File: config.mk
export PLATFORM = sky130hd
export DESIGN_NAME = logic_e_serial
export DESIGN_NICKNAME = d
export VERILOG_FILES = /design/src/rtl/logic_e_pkg.sv /design/src/rtl/logic_e_cfg_chain.sv /design/src/rtl/logic_e_serial.sv
export SDC_FILE = /design/constraint.sdc
export NUM_CORES = 1
export LEC_CHECK = 0
export CORE_MARGIN = 3
export CORE_UTILIZATION = 45
export CTS_CLUSTER_SIZE = 10
export DETAILED_ROUTE_END_ITERATION = 10
export PLACE_DENSITY_LB_ADDON = 0.1
export SETUP_SLACK_MARGIN = 0.3
export SYNTH_ARGS = -nofsm -noshare
export SYNTH_HDL_FRONTEND = slang
export SYNTH_HIERARCHICAL = 1
export SYNTH_SLANG_ARGS = --single-unit
File: constraint.sdc
create_clock -name clk -period 3.65 [get_ports clk]
set_input_delay 0.365 -clock clk [delete_from_list [all_inputs] [get_ports clk]]
set_output_delay 0.365 -clock clk [all_outputs]
set_load 0.005 [all_outputs]
File: src/rtl/logic_e_pkg.sv
// Shared types and constants for the serially configured logic element.
package logic_e_pkg;

  localparam int FUNC_W = 3;

  typedef enum logic [FUNC_W-1:0] {
    FN_AND  = 3'd0,
    FN_OR   = 3'd1,
    FN_NOT  = 3'd2,
    FN_XOR  = 3'd3,
    FN_XNOR = 3'd4,
    FN_NAND = 3'd5,
    FN_NOR  = 3'd6,
    FN_BUF  = 3'd7
  } func_e;

  typedef enum logic [1:0] {
    EMPTY    = 2'd0,
    SHIFTING = 2'd1,
    FULL     = 2'd2
  } cfg_state_e;

  function automatic int cfg_width(input int sel_w);
    return FUNC_W + 2 * sel_w;
  endfunction

endpackage

File: src/rtl/logic_e_cfg_chain.sv
// Bit-serial configuration shadow register with fill tracking; the shadow MSB
// doubles as scan-out so elements can be daisy-chained.
module logic_e_cfg_chain
  import logic_e_pkg::*;
#(
  parameter int CFG_W = 15
) (
  input  logic             clk_i,
  input  logic             rst_i,
  input  logic             cfg_en_i,
  input  logic             cfg_sdi_i,
  input  logic             cfg_load_i,
  output logic             cfg_sdo_o,
  output logic             cfg_full_o,
  output logic             cfg_err_o,
  output logic             commit_o,
  output logic [CFG_W-1:0] shadow_o
);

  localparam int CNT_W = $clog2(CFG_W + 1);
  localparam logic [CNT_W-1:0] CNT_ONE  = CNT_W'(1);
  localparam logic [CNT_W-1:0] CNT_FULL = CNT_W'(CFG_W);

  cfg_state_e       state_q, state_d;
  logic [CNT_W-1:0] cnt_q, cnt_d;
  logic [CFG_W-1:0] shadow_q, shadow_d;
  logic             err_q, err_d;
  logic             commit_s;

  // Next-state: shift, fill counter and commit/error decisions
  always_comb begin
    state_d  = state_q;
    cnt_d    = cnt_q;
    shadow_d = shadow_q;
    err_d    = 1'b0;
    commit_s = 1'b0;
    if (cfg_en_i) begin
      shadow_d = {shadow_q[CFG_W-2:0], cfg_sdi_i};
    end else begin
      shadow_d = shadow_q;
    end
    case (state_q)
      EMPTY: begin
        err_d = cfg_load_i;
        if (cfg_en_i) begin
          state_d = SHIFTING;
          cnt_d   = CNT_ONE;
        end else begin
          state_d = EMPTY;
          cnt_d   = '0;
        end
      end
      SHIFTING: begin
        err_d = cfg_load_i;
        if (cfg_en_i && (cnt_q == CNT_FULL - CNT_ONE)) begin
          state_d = FULL;
          cnt_d   = CNT_FULL;
        end else if (cfg_en_i) begin
          cnt_d = cnt_q + CNT_ONE;
        end else begin
          cnt_d = cnt_q;
        end
      end
      FULL: begin
        // A commit always takes the pre-shift shadow; a coincident shift starts the next word
        commit_s = cfg_load_i;
        if (cfg_load_i && cfg_en_i) begin
          state_d = SHIFTING;
          cnt_d   = CNT_ONE;
        end else if (cfg_load_i) begin
          state_d = EMPTY;
          cnt_d   = '0;
        end else begin
          state_d = FULL;
          cnt_d   = CNT_FULL;
        end
      end
      default: begin
        state_d = EMPTY;
        cnt_d   = '0;
      end
    endcase
  end

  // Configuration chain state registers
  always_ff @(posedge clk_i or posedge rst_i) begin
    if (rst_i) begin
      state_q  <= EMPTY;
      cnt_q    <= '0;
      shadow_q <= '0;
      err_q    <= 1'b0;
    end else begin
      state_q  <= state_d;
      cnt_q    <= cnt_d;
      shadow_q <= shadow_d;
      err_q    <= err_d;
    end
  end

  assign cfg_sdo_o  = shadow_q[CFG_W-1];
  assign cfg_full_o = (state_q == FULL);
  assign cfg_err_o  = err_q;
  assign commit_o   = commit_s;
  assign shadow_o   = shadow_q;

endmodule

File: src/rtl/logic_e_serial.sv
// Evolvable logic element: two selected operands through one of eight functions.
// Define LE_OUT_REG_EN to register le_out (one cycle of latency, resets to 0).
module logic_e_serial
  import logic_e_pkg::*;
#(
  parameter  int NUM_IN = 33,
  parameter  int SEL_W  = 6,
  parameter  int FUNC_W = 3,
  localparam int CFG_W  = cfg_width(SEL_W)
) (
  input  logic              clk,
  input  logic              rst,
  input  logic              cfg_en,
  input  logic              cfg_sdi,
  output logic              cfg_sdo,
  input  logic              cfg_load,
  output logic              cfg_full,
  output logic              cfg_err,
  output logic [CFG_W-1:0]  cfg_active,
  input  logic [NUM_IN-1:0] all_inputs,
  output logic              le_out
);

  logic [CFG_W-1:0]      active_q, active_d, shadow_s;
  logic                  commit_s;
  logic [2**SEL_W-1:0]   in_pad_s;
  logic [SEL_W-1:0]      sel_a_s, sel_b_s;
  func_e                 func_s;
  logic                  op_a_s, op_b_s, le_s;

  logic_e_cfg_chain #(.CFG_W(CFG_W)) u_chain (
    .clk_i      (clk),
    .rst_i      (rst),
    .cfg_en_i   (cfg_en),
    .cfg_sdi_i  (cfg_sdi),
    .cfg_load_i (cfg_load),
    .cfg_sdo_o  (cfg_sdo),
    .cfg_full_o (cfg_full),
    .cfg_err_o  (cfg_err),
    .commit_o   (commit_s),
    .shadow_o   (shadow_s)
  );

  // Active configuration update on commit
  always_comb begin
    if (commit_s) begin
      active_d = shadow_s;
    end else begin
      active_d = active_q;
    end
  end

  // Active configuration register
  always_ff @(posedge clk or posedge rst) begin
    if (rst) begin
      active_q <= '0;
    end else begin
      active_q <= active_d;
    end
  end

  // Operand selection and function evaluation; zero padding makes out-of-range selects read 0
  always_comb begin
    in_pad_s               = '0;
    in_pad_s[NUM_IN-1:0]   = all_inputs;
    sel_a_s                = active_q[SEL_W-1:0];
    sel_b_s                = active_q[2*SEL_W-1:SEL_W];
    func_s                 = func_e'(active_q[CFG_W-1 -: FUNC_W]);
    op_a_s                 = in_pad_s[sel_a_s];
    op_b_s                 = in_pad_s[sel_b_s];
    case (func_s)
      FN_AND:  le_s = op_a_s & op_b_s;
      FN_OR:   le_s = op_a_s | op_b_s;
      FN_NOT:  le_s = ~op_a_s;
      FN_XOR:  le_s = op_a_s ^ op_b_s;
      FN_XNOR: le_s = ~(op_a_s ^ op_b_s);
      FN_NAND: le_s = ~(op_a_s & op_b_s);
      FN_NOR:  le_s = ~(op_a_s | op_b_s);
      FN_BUF:  le_s = op_a_s;
      default: le_s = 1'b0;
    endcase
  end

`ifdef LE_OUT_REG_EN
  logic le_q;

  // Registered element output
  always_ff @(posedge clk or posedge rst) begin
    if (rst) begin
      le_q <= 1'b0;
    end else begin
      le_q <= le_s;
    end
  end

  assign le_out = le_q;
`else
  assign le_out = le_s;
`endif

  assign cfg_active = active_q;

endmodule

==> qor.yml <==
status:
  status: "finished, violations left"
  violations: "setup timing"
power_and_ir_drop:
  p_per_area_nw_per_um2: 469
  ir_drop_mv: 0.332
  leakagePower_nw: 1.23
  power_mw: 1.41
grt:
  grt_max_degree: 23
  overflow: 0
  antenna_found_initial: 0
  gr-usage-all-layers_pct: 19.5
  grt_pass1_wl_um: 9140
  grt_pass1_vias: 1819
synthesis:
  synth_edf_count: 0
  syn_avg_cell_area_um2: 13.4
  netlist_instances: 167
  synth_top_cell_area_share_pct: 41.3
  synth_ff_type: "dfrtp_1"
  seq_area_frac_synth_pct: 41.3
  ys_ff_latch: 37
  synth_nets: 209
  yosysWarnings: 6
  netlist_area_um2: 2240
  yosysUniqueCellTypes: 43
  synth_largest_area_cell: "dfrtp_1"
  async_flop_share_pct: 100
  synth_area_leaders: "dfrtp_1, mux2_2, mux4_2"
sta:
  fin_skew_ps: 4.45
  fmax_ghz: 0.267
  setup_viol: 1
  grt_setup_unrepaired: "true"
  finalWorstSetupSlack_ps: -90.2
  tightest_slew_ps: 818
  maxSlewHeadroom_pct: 45.4
  layout_min_cycle_time_ps: 3740
  hold_ws_ps: 449
  finalHoldViolCount: 0
  fin_crit_sh_pct: 102
  maxSlewViolCount: 0
route:
  wirelength_um: 5300
  wl_per_cell_um: 17.9
  vias: 1695
  drt-initial-drc-count: 53
  ant_nets: 0
  vias_per_cell: 5.73
  drc: 0
  dr.pass1.iters: 4
clock_network:
  clock_path_buffers: 2
  h-tree-depth: 2
  numCtsBuffers: 5
  holdBufCountCts: 0
  clk_pin_slew_ps: 70
  root_buffer: "clkbuf_8"
  cts_sinks: 37
  cts_tree: "yes"
  clock_latency_ps: 290
critical_path:
  slowest_stage: "mux4_2"
  cp_max_fo: 4
  path_buf_inv: 2
  path_common_cell: "mux4_2"
  end_kind: "output pin"
  crit_family: "multiplexers"
  cpPeakStageDelay_ps: 500
  arrival_ps: 3380
  worst_setup_path_start_kind: "flop"
  critPathKind: "flop to output pin"
  worstPathCellList: "buf_6 > mux4_2 > mux4_2 > mux2i_1 > o21a_1 > ha_1 > mux2_2 > mux4_2 > o311ai_1 > buf_2"
  required_ps: 3280
place:
  hpwlAfterDp_um: 4180
  portBuffers: 56
  post_dp_cell_area_um2: 2900
  place.gp.congestion: 0.842
  dp_cells: 287
floorplanning:
  die_area_um2: 5860
  initial_core_util_pct: 47.1
  rows: 25
  num_io_pins: 57
  die_w_um: 76.5
  die_h_um: 76.5
  core_um2: 4750
final_layout:
  synthToLayoutAreaGrowth_pct: 33.7
  seq_area_um2: 927
  multi_input_area_um2: 1200
  instances_no_fill: 296
  fillers: 391
  drive_above_1_share_pct: 28.8
  utilization_pct: 63.0
  insertedDiodeCount: 0
  finalNetCount: 270
  fin_area_um2: 2990
flow_run:
  max-cap-violations: 0
min_path:
  hp-class: "input port to async pin"
## metrics by stage
step	TNS (ps)	setup WS [ps]
6_report	-90.2	-90.2
5_1_grt	-246	-246
4_1_cts	-133	-133
3_5_place_dp	-412	-412
3_3_place_gp	-357	-357
2_1_floorplan	0	516
## routing by layer
layer / GRT usage (%) / part of all wire, % / up-vias
li1: - / - / 771
met4: 7.07 / 2.2 / 0
met5: 0 / 0 / -
met2: 34.7 / 54 / 45
met3: 3.66 / 3.5 / 12
met1: 23.4 / 41 / 867
## layout make-up
type | count | share of cell area, %
timing repair buffer | 67 | 21.9
tap | 67 | 2.80
clock buffer | 5 | 2.30
inverter | 11 | 1.38
multi-input combinational | 106 | 40.1
sequential | 37 | 31.0
clock inverter | 3 | 0.585
## state kept, by name, indices dropped and copies added (netlist names)
signal	cells
u_chain/state_q	2
u_chain/cfg_err_o	1
cfg_active	15
u_chain/shadow_o	15
u_chain/cnt_q	4
## worst paths after layout
kind                                                  from                          endpoint  slack, ps  depth (start not counted)
setup / recovery                 cfg_active[6]$_DFFE_PP0P_                            le_out        -90                         10
hold / removal                                         rst        cfg_active[14]$_DFFE_PP0P_        450                          2
min in group clk           u_chain/shadow_o[3]$_DFFE_PP0P_         cfg_active[3]$_DFFE_PP0P_        530                          2
setup reg to reg            u_chain/state_q[1]$_DFFE_PP0P_        cfg_active[14]$_DFFE_PP0P_       1930                          3
hold reg to reg            u_chain/shadow_o[3]$_DFFE_PP0P_         cfg_active[3]$_DFFE_PP0P_        530                          2
max in group asynchronous                              rst  u_chain/shadow_o[10]$_DFFE_PP0P_       2570                          2
## cell families (layout without fill, tap and decap cells)
kind of cell,after synthesis,in the layout,share of synthesized area [%]
buf+inv,24,86,5.14
flops,37,37,41.3
simple gates,23,23,6.14
compound gates,25,25,8.44
mux,54,54,36.7
fa+ha+maj,4,4,2.23
## Yosys cell counts (3+ instances only)
master / instances
o22a_1: 4
buf_2: 4
mux4_2: 13
inv_1: 11
buf_4: 3
mux4_1: 5
mux2_2: 30
nand2_1: 4
clkbuf_1: 4
nor2_1: 3
ha_1: 4
a21oi_1: 3
mux2i_1: 6
dfrtp_1: 37
## where the power goes
| group | internal, mW | switching, mW |
|---|---|---|
| logic | 0.314 | 0.187 |
| clock network | 0.131 | 0.138 |
| registers | 0.517 | 0.119 |
| total | 0.963 | 0.443 |
## timing repair
action                     in CTS  in global routing
setup endpoints to repair       1                  1
pin swaps                       1                  1
resized for setup               7                  0
setup buffers                   1                  0
## cell usage in the layout, fill, tap and decap left out, types with 3 or more instances in the layout
cell type and instances:
inv_1 11, clkbuf_8 5, nor2_1 3, a21oi_1 3, mux4_1 5, clkdlybuf4s50_1 55, ha_1 3, nand2_1 4
mux4_2 13, o22a_1 4, mux2i_1 6, mux2_2 30, dfrtp_1 36, buf_4 9
## worst register-to-register path, delay by kind of cell, from the launching register on
kind             cells  cell delay [ps]
and+or+nand+nor      2              770
muxes                1              420
DFF                  1              430
No activity file was read; power rests on OpenSTA's default activity.
